<file path="config.mk">
export PLATFORM = sky130hd
export DESIGN_NAME = piso_tx
export DESIGN_NICKNAME = d
export VERILOG_FILES = /design/src/rtl/piso_tx.sv
export SDC_FILE = /design/constraint.sdc
export NUM_CORES = 1
export LEC_CHECK = 0
export CAP_MARGIN = 20
export CORE_UTILIZATION = 55
export DETAILED_ROUTE_END_ITERATION = 8
export PLACE_DENSITY_LB_ADDON = 0.2
export SYNTH_ARGS = -nofsm -noshare
export SYNTH_HDL_FRONTEND = slang
export SYNTH_SLANG_ARGS = --single-unit
</file>
<file path="constraint.sdc">
create_clock -name clk -period 6.1 [get_ports clk]
set_clock_uncertainty 0.15 [all_clocks]
set_input_delay 1.22 -clock clk [delete_from_list [all_inputs] [get_ports clk]]
set_output_delay 1.22 -clock clk [all_outputs]
set_load 0.05 [all_outputs]
</file>
<file path="src/rtl/piso_tx.sv">
// piso_tx: UART-style framed serial transmitter.
// Accepts one word per valid/ready handshake, then sends a start bit (0),
// DATA_W data bits LSB-first, and a stop bit (1). Each bit is held for
// CLKS_PER_BIT clocks. All outputs are registered.
module piso_tx #(
    parameter int DATA_W       = 8,
    parameter int CLKS_PER_BIT = 4
) (
    input  logic              clk,
    input  logic              rst,
    input  logic [DATA_W-1:0] tx_data,
    input  logic              tx_valid,
    output logic              tx_ready,
    output logic              tx_serial,
    output logic              tx_busy
);

    localparam int DIV_W = (CLKS_PER_BIT > 1) ? $clog2(CLKS_PER_BIT) : 1;
    localparam int BIT_W = (DATA_W > 1) ? $clog2(DATA_W + 1) : 1;

    localparam logic [DIV_W-1:0] DIV_LAST = DIV_W'(CLKS_PER_BIT - 1);
    localparam logic [BIT_W-1:0] BIT_LAST = BIT_W'(DATA_W - 1);

    typedef enum logic [1:0] {
        IDLE,
        START,
        DATA,
        STOP
    } state_t;

    state_t            state;
    logic [DIV_W-1:0]  div_cnt;
    logic [BIT_W-1:0]  bit_cnt;
    logic [DATA_W-1:0] shreg;
    logic [DATA_W-1:0] shreg_nxt;
    logic              bit_done;

    // Next shift value and end-of-bit-period flag.
    // The line is driven from the shifted value so the new bit appears
    // on the same edge that the shift register advances.
    always_comb begin
        shreg_nxt = shreg >> 1;
        bit_done  = (div_cnt == DIV_LAST);
    end

    // Frame sequencer with registered line, ready and busy outputs.
    always_ff @(posedge clk or negedge rst) begin
        if (!rst) begin
            state     <= IDLE;
            div_cnt   <= '0;
            bit_cnt   <= '0;
            shreg     <= '0;
            tx_serial <= 1'b1;
            tx_ready  <= 1'b1;
            tx_busy   <= 1'b0;
        end else begin
            case (state)
                IDLE: begin
                    div_cnt <= '0;
                    bit_cnt <= '0;
                    if (tx_valid) begin
                        shreg     <= tx_data;
                        state     <= START;
                        tx_serial <= 1'b0;
                        tx_ready  <= 1'b0;
                        tx_busy   <= 1'b1;
                    end
                end

                START: begin
                    if (bit_done) begin
                        div_cnt   <= '0;
                        state     <= DATA;
                        tx_serial <= shreg[0];
                    end else begin
                        div_cnt <= div_cnt + DIV_W'(1);
                    end
                end

                DATA: begin
                    if (bit_done) begin
                        div_cnt <= '0;
                        if (bit_cnt == BIT_LAST) begin
                            bit_cnt   <= '0;
                            state     <= STOP;
                            tx_serial <= 1'b1;
                        end else begin
                            bit_cnt   <= bit_cnt + BIT_W'(1);
                            shreg     <= shreg_nxt;
                            tx_serial <= shreg_nxt[0];
                        end
                    end else begin
                        div_cnt <= div_cnt + DIV_W'(1);
                    end
                end

                STOP: begin
                    if (bit_done) begin
                        div_cnt   <= '0;
                        state     <= IDLE;
                        tx_serial <= 1'b1;
                        tx_ready  <= 1'b1;
                        tx_busy   <= 1'b0;
                    end else begin
                        div_cnt <= div_cnt + DIV_W'(1);
                    end
                end

                default: begin
                    state     <= IDLE;
                    div_cnt   <= '0;
                    bit_cnt   <= '0;
                    tx_serial <= 1'b1;
                    tx_ready  <= 1'b1;
                    tx_busy   <= 1'b0;
                end
            endcase
        end
    end

endmodule

</file>
==> metrics.txt, run 1 <==
CTS tree=yes; slew margin rel.=0.457; # rows=15; Core Region=0.00175 mm²; worst r2r path cells=5; Peak Freq=332 MHz; worst setup margin=3080 ps; Crit Reg-Reg Startpoint=state[0]; Clk Latency, worst-skew pair=300 ps; Mean Syn Cell Area=11.2 µm²; worst path required time=4730 ps; vias post-DR=743; CTS clk-pin slew, worst paths=100 ps; critical path depth in cells=1; critical path's top delay family=buffers and inverters; Crit path largest cell delay=800 ps; Area Growth Syn to Fin=14.6%; hold_buf cts=0; antenna violations before repair=0; GRT overflow=0; PostCTS Resize Cnt=0; DRT Wirelength=1760 µm; Initial Util=0.595; antenna-violating nets left=0; flop-to-flop setup slack=4100 ps; Final Instance Area=0.00119 mm²; register area share after synthesis=0.460; Top Ports=14; average wire per standard cell=13.5 µm; max-slew violations=0; routability cong.=0.737; residual DRC count=0; global-route wire length before repair=2860 µm; RSZ-0062 raised after global routing=no; HP Class=flip-flop to flip-flop; CTS Buffer Depth=2; final hold slack=294 ps; fin crit share=0.494; H-tree depth=1; die footprint=0.00207 mm²; Vias/cell=5.72; Post-Syn Area=0.00104 mm²; peak supply drop=0.000332 V; first-iteration detailed-routing DRC count=11; Place WS=3160 ps; Post-Place Cell Area=0.00116 mm²; setup bufs post-CTS=0; CP max stage cell=clkdlybuf4s50_1; Syn Inst Count=93; Pwr Total=0.561 mW; Crit. End Element=output port; nets=123; CP endpoint=tx_ready; Yosys cell types=33; #FFs+latches synth=19; syn nets=110; Util after Layout=0.682; critical path startpoint category=flip-flop; max_cap viols=0; Power Density=471 mW/mm²; CTS Root Cell=clkbuf_4; most frequent cells in the layout=dfrtp_1 (17), clkdlybuf4s50_1 (13), or2_2 (7), o221a_1 (7); critical path cell sequence=clkdlybuf4s50_1; antenna cells=0; Arr. time, crit path=1650 ps; number of port buffers=13; Worst Setup SP=tx_ready; CTS sink count=19; Tightest Pin Transition=812 ps; DRT Pass-1 Iters=4; WP buf/inv=1; Period minus WS final=3020 ps; Synth Warn #=0; Die X=45.5 µm; Final setup viols=0; fillcell total=141; FF+latch area=478 µm²; RR Endpoint=shreg[3]; detailed-placement wirelength estimate=1270 µm; vias in the first global route=675; non-filler cells, final=130; share of cells above drive strength 1=0.171; Hold Violations, Final=0; Leakage=0.490 nW; most common cell after layout, fill and taps aside=dfrtp_1; critical path fanouts, max=3; Global Route Usage Sum=0.196; CTS Buf Count=3; Die Ht=45.5 µm; Setup CP Type=flip-flop to output port; multi-input logic area=505 µm²; run status=finished clean; largest net degree at the start of global routing=20; dpl cells=126; setup_tns=0 ps
-- final cells by class --
class | instances | area share
multi-input cells | 64 | 0.425
clock buffers | 4 | 0.0221
well taps | 25 | 0.0263
flip-flops and latches | 19 | 0.402
inverters | 5 | 0.0158
repair buffers | 13 | 0.109
-- cells in the mapped netlist (all sizes together) --
library cell	count	area, µm²
nand2	5	18.8
clkbuf	1	3.75
nand4	1	6.26
dfstp	2	52.6
a221o	1	10.0
buf	4	32.5
inv	5	18.8
a31o	1	8.76
nor2b	1	6.26
nor3	2	10.0
or2	7	43.8
dfrtp	17	425
o32a	1	10.0
o221a	8	90.1
and3b	1	8.76
nor2	4	15.0
ha	6	75.1
mux2i	1	10.0
o31ai	1	21.3
o21ai	6	30.0
mux2	2	22.5
xor2	1	8.76
a22o	2	17.5
nand2b	4	25.0
and2b	1	10.0
nand3b	1	7.51
a21oi	3	15.0
o21bai	1	7.51
or3	1	11.3
o2bb2ai	1	8.76
a21boi	1	7.51
-- sequential cells by signal (all words and copies together) (netlist names) --
name	cells
shreg	8
bit_cnt	4
div_cnt	2
state	2
tx_busy	1
tx_ready	1
tx_serial	1
-- report_power, final --
part,total [mW],leakage [nW],switching (mW),internal [mW]
clock,0.0643,0.0150,0.0388,0.0255
combinational,0.276,0.251,0.146,0.130
sequential,0.220,0.223,0.0356,0.185
-- how the worst min path moves through the flow --
stage,slack (ps),depth (start not counted),start,end
floorplan,260,1,div_cnt[0],div_cnt[0]
global placement,270,1,div_cnt[0],div_cnt[0]
detailed placement,280,1,div_cnt[0],div_cnt[0]
CTS,290,1,div_cnt[0],div_cnt[0]
global route,320,1,div_cnt[0],div_cnt[0]
finish,290,1,div_cnt[0],div_cnt[0]
-- cells by family (layout without fill, tap and decap cells) --
family	after synthesis	after routing	synth area share
muxes	3	3	0.0313
DFF	19	19	0.460
and+or+nand+nor	28	28	0.157
AOI/OAI and AO/OA	26	26	0.218
buffers and inverters	10	22	0.0530
xor gates and xnor gates	1	1	0.00844
adders and majority gates	6	6	0.0723
-- routing by layer --
layer  routed length (µm)  up-vias  track usage
li1                     -      363            -
met1                  850      360        0.265
met2                  804       16        0.303
met3                   81        4       0.0357
met4                   24        0       0.0909
met5                    0        -            0
(Power assumes the default switching activity.)
==> run 2, diff against run 1 <==
Settings changed: CORE_UTILIZATION 55 to 53.
Clock period 6.1 ns to 2.86 ns, I/O delays scaled along.
==> run 2 against run 1 <==
Compared with the run above: global-route usage rose by 1.1 points; sequential share of layout area barely moved; first-iteration DRC count fell by 9.1%; core utilization fell by 1.4 points; die area rose by 3.6%.
==> metrics.txt, run 2 (synthesis gave the netlist of run 1 again) <==
Crit path largest cell delay=800 ps (about the same); Arr. time, crit path=1640 ps (about the same); largest net degree at the start of global routing=20 (unchanged); Global Route Usage Sum=0.206 (+0.0108); Largest register FFs=8 (unchanged); worst path required time=2140 ps (-2590 ps); hold path startpoint=div_cnt[0]; Area Growth Syn to Fin=14.7%; H-tree depth=1 (unchanged); nets=123 (unchanged); residual DRC count=0 (unchanged); CTS Root Cell=clkbuf_4; CTS tree=yes; peak supply drop=0.000765 V (+130%); setup_tns=0 ps (unchanged); run status=finished clean; hold_buf cts=0 (unchanged); Die Ht=46.3 µm (+1.8%); first-iteration detailed-routing DRC count=10 (-1); Power Density=1020 mW/mm² (+120%); Top reg by flops=shreg; GRT overflow=0 (unchanged); antenna cells=0 (unchanged); die footprint=0.00214 mm² (+3.6%); Regs by FF count=shreg (8), bit_cnt (4); max-slew violations=0 (unchanged); max_cap viols=0 (unchanged); critical path fanouts, max=3 (unchanged); routability cong.=0.796 (+8.0%); Final Instance Area=0.00119 mm² (+0.11%); critical path's top delay family=buffers and inverters; vias in the first global route=704 (+4.3%); WP buf/inv=1 (unchanged); CTS Buffer Depth=2 (unchanged); Die X=46.3 µm (+1.8%); Vias/cell=5.75 (+0.54%); RSZ-0062 raised after global routing=no; Peak Freq=423 MHz; FF+latch area=478 µm² (unchanged); fin crit share=0.827; Crit Reg-Reg Startpoint=state[0]; Final setup viols=0 (unchanged); critical path cell sequence=clkdlybuf4s50_1; # rows=15 (unchanged); Top Ports=14 (unchanged); Period minus WS final=2360 ps; DRT Pass-1 Iters=5 (+1); global-route wire length before repair=3100 µm (+8.2%); detailed-placement wirelength estimate=1400 µm (+11%); Leakage=0.492 nW (+0.56%); Worst Setup SP=tx_ready; CTS Buf Count=3 (unchanged); Core Region=0.00178 mm² (+2.2%); Tightest Pin Transition=842 ps (+30.2 ps); fillcell total=141 (unchanged); CP max stage cell=clkdlybuf4s50_1; critical path startpoint category=flip-flop; number of port buffers=13 (unchanged); antenna violations before repair=0 (unchanged); slew margin rel.=0.437 (-0.0202); share of cells above drive strength 1=0.181 (+0.00952); Hold Violations, Final=0 (unchanged); Crit. End Element=output port; DRT Wirelength=1920 µm (+9.3%); CTS sink count=19 (unchanged); setup bufs post-CTS=0 (unchanged); multi-input logic area=505 µm² (unchanged); CTS clk-pin slew, worst paths=100 ps (about the same); HP Class=flip-flop to flip-flop; vias post-DR=747 (+0.54%); Setup CP Type=flip-flop to output port; PostCTS Resize Cnt=0 (unchanged); Initial Util=0.582 (-0.0125); Clk Latency, worst-skew pair=300 ps (about the same); most common cell after layout, fill and taps aside=dfrtp_1; antenna-violating nets left=0 (unchanged); average wire per standard cell=14.8 µm (+9.3%); Post-Place Cell Area=0.00116 mm² (unchanged); most frequent cells in the layout=dfrtp_1 (17), clkdlybuf4s50_1 (13), or2_2 (7), o221a_1 (7)
## run 2: cell types whose count changed in the layout (fill, tap and decap cells not counted), sizes merged
cell,change
clkbuf,-1
clkinv,+1
## run 2: area by class of cell
class                           instances  area share
Multi-Input combinational cell         64       0.424
Clock inverter                          1     0.00420
Inverter                                5      0.0158
Tap cell                               25      0.0263
Timing Repair Buffer                   13       0.109
Sequential cell                        19       0.401
Clock buffer                            3      0.0189
## run 2: metal layers
metal / vias up / track usage / share of wire
met5: - / 0 / 0
met4: 0 / 0.0882 / 0.015
met3: 4 / 0.0353 / 0.025
met2: 12 / 0.346 / 0.48
met1: 364 / 0.259 / 0.48
li1: 367 / - / -
## run 2: final timing paths
kind | endpoint | depth (start not counted) | slack [ps]
setup / recovery | tx_ready | 1 | 500
hold / removal | div_cnt[0] | 1 | 290
setup reg to reg | shreg[4] | 5 | 780
hold reg to reg | div_cnt[0] | 1 | 290
max in group asynchronous | tx_busy | 1 | 1440
min in group asynchronous | bit_cnt[2] | 1 | 600
## run 2: stage by stage
step | worst slack [ps] | utilization | total power, mW | hold slack, ps | instances
after global routing | 453 | 0.668 | 1.30 | 307 | 130
after detailed placement | 556 | 0.653 | 1.08 | 280 | 126
after floorplan | 962 | - | 0.927 | 126 | 93
after global placement | 590 | 0.653 | 1.04 | 270 | 126
final | 495 | 0.668 | 1.21 | 289 | 130
after CTS | 486 | 0.668 | 1.22 | 295 | 130
## run 2: worst reg2reg max path, cell delays in order, from the launching register on
cell and delay [ps]:
dfrtp_1 440, inv_1 100, ha_1 400, nand3b_1 380
or2_2 400, o221a_1 120
## run 2: report_power, final
part	switching, mW	internal (mW)	total (mW)
registers	0.0829	0.394	0.477
clock network	0.0833	0.0521	0.135
logic	0.319	0.279	0.598
total	0.485	0.725	1.21
==> run 3, diff against run 2 <==
Clock period 2.86 ns to 2.19 ns, I/O delays scaled along.
==> run 3 against run 2 <==
Compared with the run above: sequential share of layout area decreased by 0.83 points; clock-buffer cell count stayed put; non-clock buffer count increased by 4; setup slack worse by 410 ps; sequential power grew 30%; routed wire length decreased by 1.4%; combinational power rose by 32%; core utilization grew 1.4 points; critical path depth unchanged.
==> metrics.txt, run 3 (synthesis gave the netlist of run 1 again) <==
DRT Pass-1 Iters=4 (-1); worst setup margin=89.7 ps (-406 ps); switching fraction of total power=0.398 (-0.00329); routability cong.=0.784 (-1.5%); fillcell total=145 (+2.8%); non-filler cells, final=134 (+3.1%); antenna cells=0 (unchanged); HP Class=flip-flop to flip-flop; dpl cells=130 (+3.2%); Area Growth Syn to Fin=17.1%; antenna-violating nets left=0 (unchanged); WP buf/inv=1 (unchanged); antenna violations before repair=0 (unchanged); H-tree depth=1 (unchanged); Arr. time, crit path=1510 ps (-130 ps); CTS Root Cell=clkbuf_4; Vias/cell=5.56 (-3.2%); number of port buffers=13 (unchanged); critical path's top delay family=buffers and inverters; most frequent cells in the layout=dfrtp_1 (17), clkdlybuf4s50_1 (11), or2_2 (7), o221a_1 (7); hold_buf cts=0 (unchanged); Period minus WS final=2100 ps; Initial Util=0.582 (unchanged); vias in the first global route=753 (+7.0%); detailed-placement wirelength estimate=1440 µm (+2.9%); Core Region=0.00178 mm² (unchanged); residual DRC count=0 (unchanged); DRT Wirelength=1900 µm (-1.4%); Final setup viols=0 (unchanged); CTS Buffer Depth=2 (unchanged); Top Ports=14 (unchanged); vias post-DR=745 (-0.27%); Clock Power Share=0.114 (+0.002); CP max stage cell=clkdlybuf4s50_1; die footprint=0.00214 mm² (unchanged); average wire per standard cell=14.2 µm (-4.3%); critical path startpoint category=flip-flop; CTS Buf Count=3 (unchanged); peak supply drop=0.000844 V (+10%); most common cell after layout, fill and taps aside=dfrtp_1; Crit. End Element=output port; max-slew violations=0 (unchanged); Die Ht=46.3 µm (unchanged); nets=127 (+3.3%); Die X=46.3 µm (unchanged); Crit path largest cell delay=820 ps (+20 ps); # rows=15 (unchanged); Regs by FF count=shreg (8), bit_cnt (4); critical path cell sequence=clkdlybuf4s50_1; GRT overflow=0 (unchanged); critical path fanouts, max=3 (unchanged); worst path required time=1600 ps (-540 ps); Global Route Usage Sum=0.216 (+0.0100); CTS clk-pin slew, worst paths=110 ps (about the same); setup_tns=0 ps (unchanged); Clk Latency, worst-skew pair=300 ps (about the same); global-route wire length before repair=3210 µm (+3.6%); Leakage=0.515 nW (+4.7%); CTS tree=yes; Top reg by flops=shreg; Logic pwr share=0.496 (+0.002); Hold Violations, Final=0 (unchanged); run status=finished clean; RSZ-0062 raised after global routing=no; Int Pwr=0.958 mW (+32%); Reg power frac=0.391 (-0.003); Place WS=70.2 ps (-486 ps); Psw=0.633 mW (+30%); fin crit share=0.959; share of cells above drive strength 1=0.229 (+0.0484); final hold slack=292 ps (+2.95 ps); Largest register FFs=8 (unchanged); Peak Freq=476 MHz; Power Density=1310 mW/mm² (+29%); CTS sink count=19 (unchanged); max_cap viols=0 (unchanged); largest net degree at the start of global routing=12 (-40%); Setup CP Type=flip-flop to output port; PostCTS Resize Cnt=0 (unchanged); Tightest Pin Transition=508 ps (-334 ps); setup bufs post-CTS=0 (unchanged); first-iteration detailed-routing DRC count=15 (+5); slew margin rel.=0.660 (+0.223)
-- run 3: power groups by stage --
stage               clock network (mW)  registers, mW  logic, mW
detailed placement                   0          0.627      0.795
finish                           0.181          0.621      0.789
floorplan                            0          0.681      0.529
global route                     0.204          0.641      0.870
CTS                              0.189          0.620      0.795
global placement                     0          0.618      0.760
-- run 3: path summary, 6_finish.rpt --
kind	from	endpoint	slack, ps	cells after the start
max reg2reg	state[0]	state[1]	210	5
max in group asynchronous	rst	bit_cnt[1]	1080	2
min in group asynchronous	rst	state[1]	300	1
max	tx_busy	tx_busy	90	1
min	div_cnt[0]	div_cnt[0]	290	1
min reg2reg	div_cnt[0]	div_cnt[0]	290	1
-- run 3: area by class of cell --
type                       count  area [µm²]  share of cell area
sequential                    19         478               0.393
timing repair buffer          17         155               0.128
inverter                       5        18.8              0.0154
clock inverter                 1        5.00             0.00412
tap                           25        31.3              0.0257
multi-input combinational     64         505               0.416
clock buffer                   3        22.5              0.0185
-- run 3: routing by layer --
metal / wire, µm / up-vias / track usage
met5: 0 / - / 0
li1: - / 370 / -
met2: 943 / 8 / 0.355
met3: 40 / 2 / 0.0353
met4: 15 / 0 / 0.0882
met1: 898 / 365 / 0.281
-- run 3: stage by stage --
| step | total power [mW] | util | cell area (µm²) |
|---|---|---|---|
| after floorplan | 1.21 | - | 1040 |
| after global placement | 1.38 | 0.667 | 1190 |
| after detailed placement | 1.42 | 0.667 | 1190 |
| after CTS | 1.60 | 0.682 | 1220 |
| after global routing | 1.71 | 0.682 | 1220 |
| final | 1.59 | 0.682 | 1220 |
